### config.mk
export PLATFORM = sky130hd
export DESIGN_NAME = decoder_2to4
export DESIGN_NICKNAME = d
export VERILOG_FILES = /design/src/rtl/decoder_pkg.sv /design/src/rtl/decoder_2to4_core.sv /design/src/rtl/decoder_2to4.sv
export SDC_FILE = /design/constraint.sdc
export NUM_CORES = 1
export LEC_CHECK = 0
export BUFFER_PORTS_ARGS = -buffer_cell sky130_fd_sc_hd__clkbuf_2
export CAP_MARGIN = 20
export CORE_AREA = 2 2 39 41
export CTS_BUF_LIST = sky130_fd_sc_hd__clkbuf_4
export DETAILED_ROUTE_END_ITERATION = 7
export DIE_AREA = 0 0 41 43
export GPL_TIMING_DRIVEN = 0
export SLEW_MARGIN = 10
export SYNTH_ARGS = -nofsm -noshare
export SYNTH_HDL_FRONTEND = slang
export SYNTH_HIERARCHICAL = 1
export SYNTH_SLANG_ARGS = --single-unit
export TNS_END_PERCENT = 10
### constraint.sdc
create_clock -name clk -period 0.8 [get_ports clk]
set_input_delay 0.12 -clock clk [delete_from_list [all_inputs] [get_ports clk]]
set_output_delay 0.12 -clock clk [all_outputs]
set_load 0.01 [all_outputs]
### src/rtl/decoder_pkg.sv
// Shared constants and the one-hot decode helper for the registered binary decoder.
// The helper works at the widest supported size; callers slice down to their width.

package decoder_pkg;

    localparam int unsigned DEC_IN_W      = 2;
    localparam int unsigned DEC_OUT_W     = 4;
    localparam int unsigned DEC_MAX_IN_W  = 4;
    localparam int unsigned DEC_MAX_OUT_W = 16;

    function automatic logic [DEC_MAX_OUT_W-1:0] onehot_decode(
        input logic [DEC_MAX_IN_W-1:0] sel
    );
        logic [DEC_MAX_OUT_W-1:0] dec;
        dec      = '0;
        dec[sel] = 1'b1;
        return dec;
    endfunction

endpackage

### src/rtl/decoder_2to4_core.sv
// Combinational binary-to-one-hot decode with enable masking.
// Masking with en keeps an unknown select from leaking into the disabled output.

module decoder_2to4_core
    import decoder_pkg::*;
#(
    parameter  int unsigned IN_W  = DEC_IN_W,
    localparam int unsigned OUT_W = 1 << IN_W
) (
    input  logic             en,
    input  logic [IN_W-1:0]  data_in,
    output logic [OUT_W-1:0] dec_out
);

    logic [DEC_MAX_IN_W-1:0]  sel_ext;
    logic [DEC_MAX_OUT_W-1:0] dec_full;

    always_comb begin
        sel_ext            = '0;
        sel_ext[IN_W-1:0]  = data_in;
        dec_full           = onehot_decode(sel_ext);
        dec_out            = dec_full[OUT_W-1:0] & {OUT_W{en}};
    end

    // Upper lines of the wide decode are never selected for narrower instances.
    if (OUT_W < DEC_MAX_OUT_W) begin : g_unused
        logic unused_dec_hi;
        assign unused_dec_hi = ^dec_full[DEC_MAX_OUT_W-1:OUT_W];
    end

endmodule

### src/rtl/decoder_2to4.sv
// Registered binary-to-one-hot (or one-cold) decoder with enable.
// One cycle of latency; asynchronous reset drives the idle pattern.

module decoder_2to4
    import decoder_pkg::*;
#(
    parameter  int unsigned IN_W       = DEC_IN_W,
    parameter  bit          ACTIVE_LOW = 1'b0,
    localparam int unsigned OUT_W      = 1 << IN_W
) (
    input  logic             clk,
    input  logic             rst,
    input  logic             en,
    input  logic [IN_W-1:0]  data_in,
    output logic [OUT_W-1:0] y_out
);

    if (IN_W < 1 || IN_W > DEC_MAX_IN_W) begin : g_bad_width
        $fatal(1, "decoder_2to4: IN_W=%0d outside supported range 1..%0d", IN_W, DEC_MAX_IN_W);
    end

    localparam logic [OUT_W-1:0] IdlePattern = ACTIVE_LOW ? {OUT_W{1'b1}} : {OUT_W{1'b0}};

    logic [OUT_W-1:0] dec;
    logic [OUT_W-1:0] y_d;
    logic [OUT_W-1:0] y_q;

    decoder_2to4_core #(
        .IN_W (IN_W)
    ) u_core (
        .en      (en),
        .data_in (data_in),
        .dec_out (dec)
    );

    // Inverting the masked decode gives all-ones when disabled, matching the idle pattern.
    always_comb begin
        y_d = dec ^ {OUT_W{ACTIVE_LOW}};
    end

    always_ff @(posedge clk or posedge rst) begin
        if (rst) begin
            y_q <= IdlePattern;
        end else begin
            y_q <= y_d;
        end
    end

    assign y_out = y_q;

endmodule

==> flow_metrics.tcl <==
set metrics [dict create \
    gp_congestion 0.5671 \
    dp_hpwl_um 217.5 \
    antenna_left 0 \
    cts_max_path_buffers 2 \
    clk_pin_slew_ns 0.04 \
    drt-initial-drc-count 3 \
    firstDrtPassIters 2 \
    maxCapViolCount 0 \
    grt_max_degree 5 \
    yosysWarnings 6 \
    cts_inserted_buffers 3 \
    holdWs_ns 0.08774 \
    start_util_pct 10.22 \
    syn_nets 14 \
    post_cts_buffers 0 \
    syn-cell-area_um2 141.4 \
    fin_nets 28 \
    slew_headroom_pct 90.65 \
    drc_errors 0 \
    first_global_vias 117 \
    max_stage_delay_ns 0.35 \
    p_per_area_nw_per_um2 2118 \
    stdcell_area_um2 234.0 \
    cts-root-buf "clkbuf_4" \
    worstPathArrival_ns 0.70 \
    antenna_cells 0 \
    outcome "complete, but fails checks" \
    synth.area.top_cells "dfrtp_1, and3b_1, nor3b_2" \
    die_h_um 43 \
    placed_area_um2 201.4 \
    cp_cell_sequence "clkbuf_2" \
    setup_viol 4 \
    worstHoldStart "data_in[0]" \
    crit_type "flip-flop to output port" \
    grt_setup_unrepaired "yes" \
    grt_usage_pct 4.523 \
    critPathBufInv 1 \
    netlist.area_leader.share_pct 70.80 \
    clock_sinks 4 \
    vdd_drop_max_mv 0.3802 \
    area_growth_pct 65.49 \
    layout_common_cells "clkbuf_2, dfrtp_1, clkbuf_4" \
    wl_um 272 \
    ys_types 5 \
    cts-resized-gates 0 \
    fill_cells 156 \
    core_area_um2 1384 \
    largest_reg_flops 4 \
    grt_pass1_wl_um 400 \
    crit_path_end_kind "output port" \
    ioPinCount 9 \
    crit_family "flip-flops" \
    post_drt_via_cell_ratio 2.838 \
    die-area_um2 1763 \
    netlist_instances 9 \
    syn_area_per_cell_um2 15.71 \
    synth_seq_area_share_pct 70.80 \
    synth_simple_gate_area_share_pct 26.55 \
    synth_xor_area_share_pct 0 \
    cts_tree "done" \
    portBuffers 8 \
    startpoint_type "flip-flop" \
    wl_per_cell_um 7.351 \
    maxSlewViolCount 0 \
    cp_max_fo 1 \
    synth_top_family_by_area "simple AND/OR/NAND/NOR gates" \
    vias 105 \
    fin_crit_ns 0.8216 \
    fmax_mhz 1217 \
    die_x_um 41 \
    rows 14 \
    synth_top_area_cell "dfrtp_1" \
    synth_compound_area_share_pct 0 \
    gr-total-overflow 0 \
    setup_slack_ns -0.02161 \
    leakagePower_uw 0.0001342 \
    cp_slowest_cell "dfrtp_1" \
    synth_seq_cells 4 \
    required_ns 0.68 \
    yosys.area_share.adder_pct 0 \
    finalHoldViolations 0 \
    antenna_found_initial 0 \
    synth.area.mux_share_pct 0 \
    whs_path_depth 2 \
    failed_checks "negative setup slack" \
    mostFrequentLayoutCell "clkbuf_2" \
    h-tree-depth 1 \
    hp-class "input pin to flip-flop" \
    layout_worst_path_cycle_share_pct 102.7 \
    fin_setup_tns_ns -0.07141 \
    drive_gt1_share_pct 61.90 \
    holdPathEnd "y_out[0]" \
    tightest_slew_ns 0.1401 \
]
[cell families after synthesis]
family / Yosys count
simple gates: 4
buf+inv: 1
flops: 4
[worst max path at each step]
stage                        start  endpoint  slack, ns  cells after the start
final                     y_out[2]  y_out[2]      -0.02                      1
after global routing      y_out[2]  y_out[2]      -0.05                      1
after CTS                 y_out[2]  y_out[2]      -0.04                      1
after detailed placement  y_out[2]  y_out[2]       0.21                      1
after global placement    y_out[3]  y_out[3]       0.22                      1
after floorplan           y_out[0]  y_out[0]       0.30                      0
[cell usage after synthesis]
master / count
and3_2: 1
and3b_1: 2
dfrtp_1: 4
inv_1: 1
nor3b_2: 1
[per-stage QoR]
stage,setup WS (ns),util (%),power (uW),std cells
4_1_cts,-0.03956,16.91,514.3,37
6_report,-0.02161,16.91,495.6,37
3_3_place_gp,0.2164,14.56,253.2,33
5_1_grt,-0.04530,16.91,518.5,37
2_1_floorplan,0.3044,-,231.2,9
3_5_place_dp,0.2125,14.56,254.5,33
[area by class of cell]
type / instances / area [um2] / share of cell area, %
clock buffers: 3 / 22.52 / 9.626
flip-flops and latches: 4 / 100.1 / 42.78
multi-input cells: 4 / 37.54 / 16.04
well taps: 16 / 20.02 / 8.556
repair buffers: 9 / 50.05 / 21.39
inverters: 1 / 3.754 / 1.604
[timing repair]
item,in CTS,in global routing
hold buffers,1,0
endpoints found under the hold margin,4,0
endpoints found under the setup margin,4,4
pin swaps,0,0
[power by group]
part / internal (uW) / total (uW) / switching [uW]
logic: 22.0 / 41.8 / 19.8
clock network: 167 / 241 / 73.7
registers: 211 / 213 / 1.79
total: 400 / 496 / 95.3
[per-layer routing]
layer / up-vias / global-route usage (%) / wire, um / part of all wire, %
li1: 55 / - / - / -
met1: 41 / 4.839 / 126 / 46
met2: 9 / 2.813 / 90 / 33
met3: 0 / 4.712 / 56 / 21
met4: 0 / 8.000 / 0 / 0
met5: - / 0 / 0 / 0
Power figures use the tool's default switching activity.
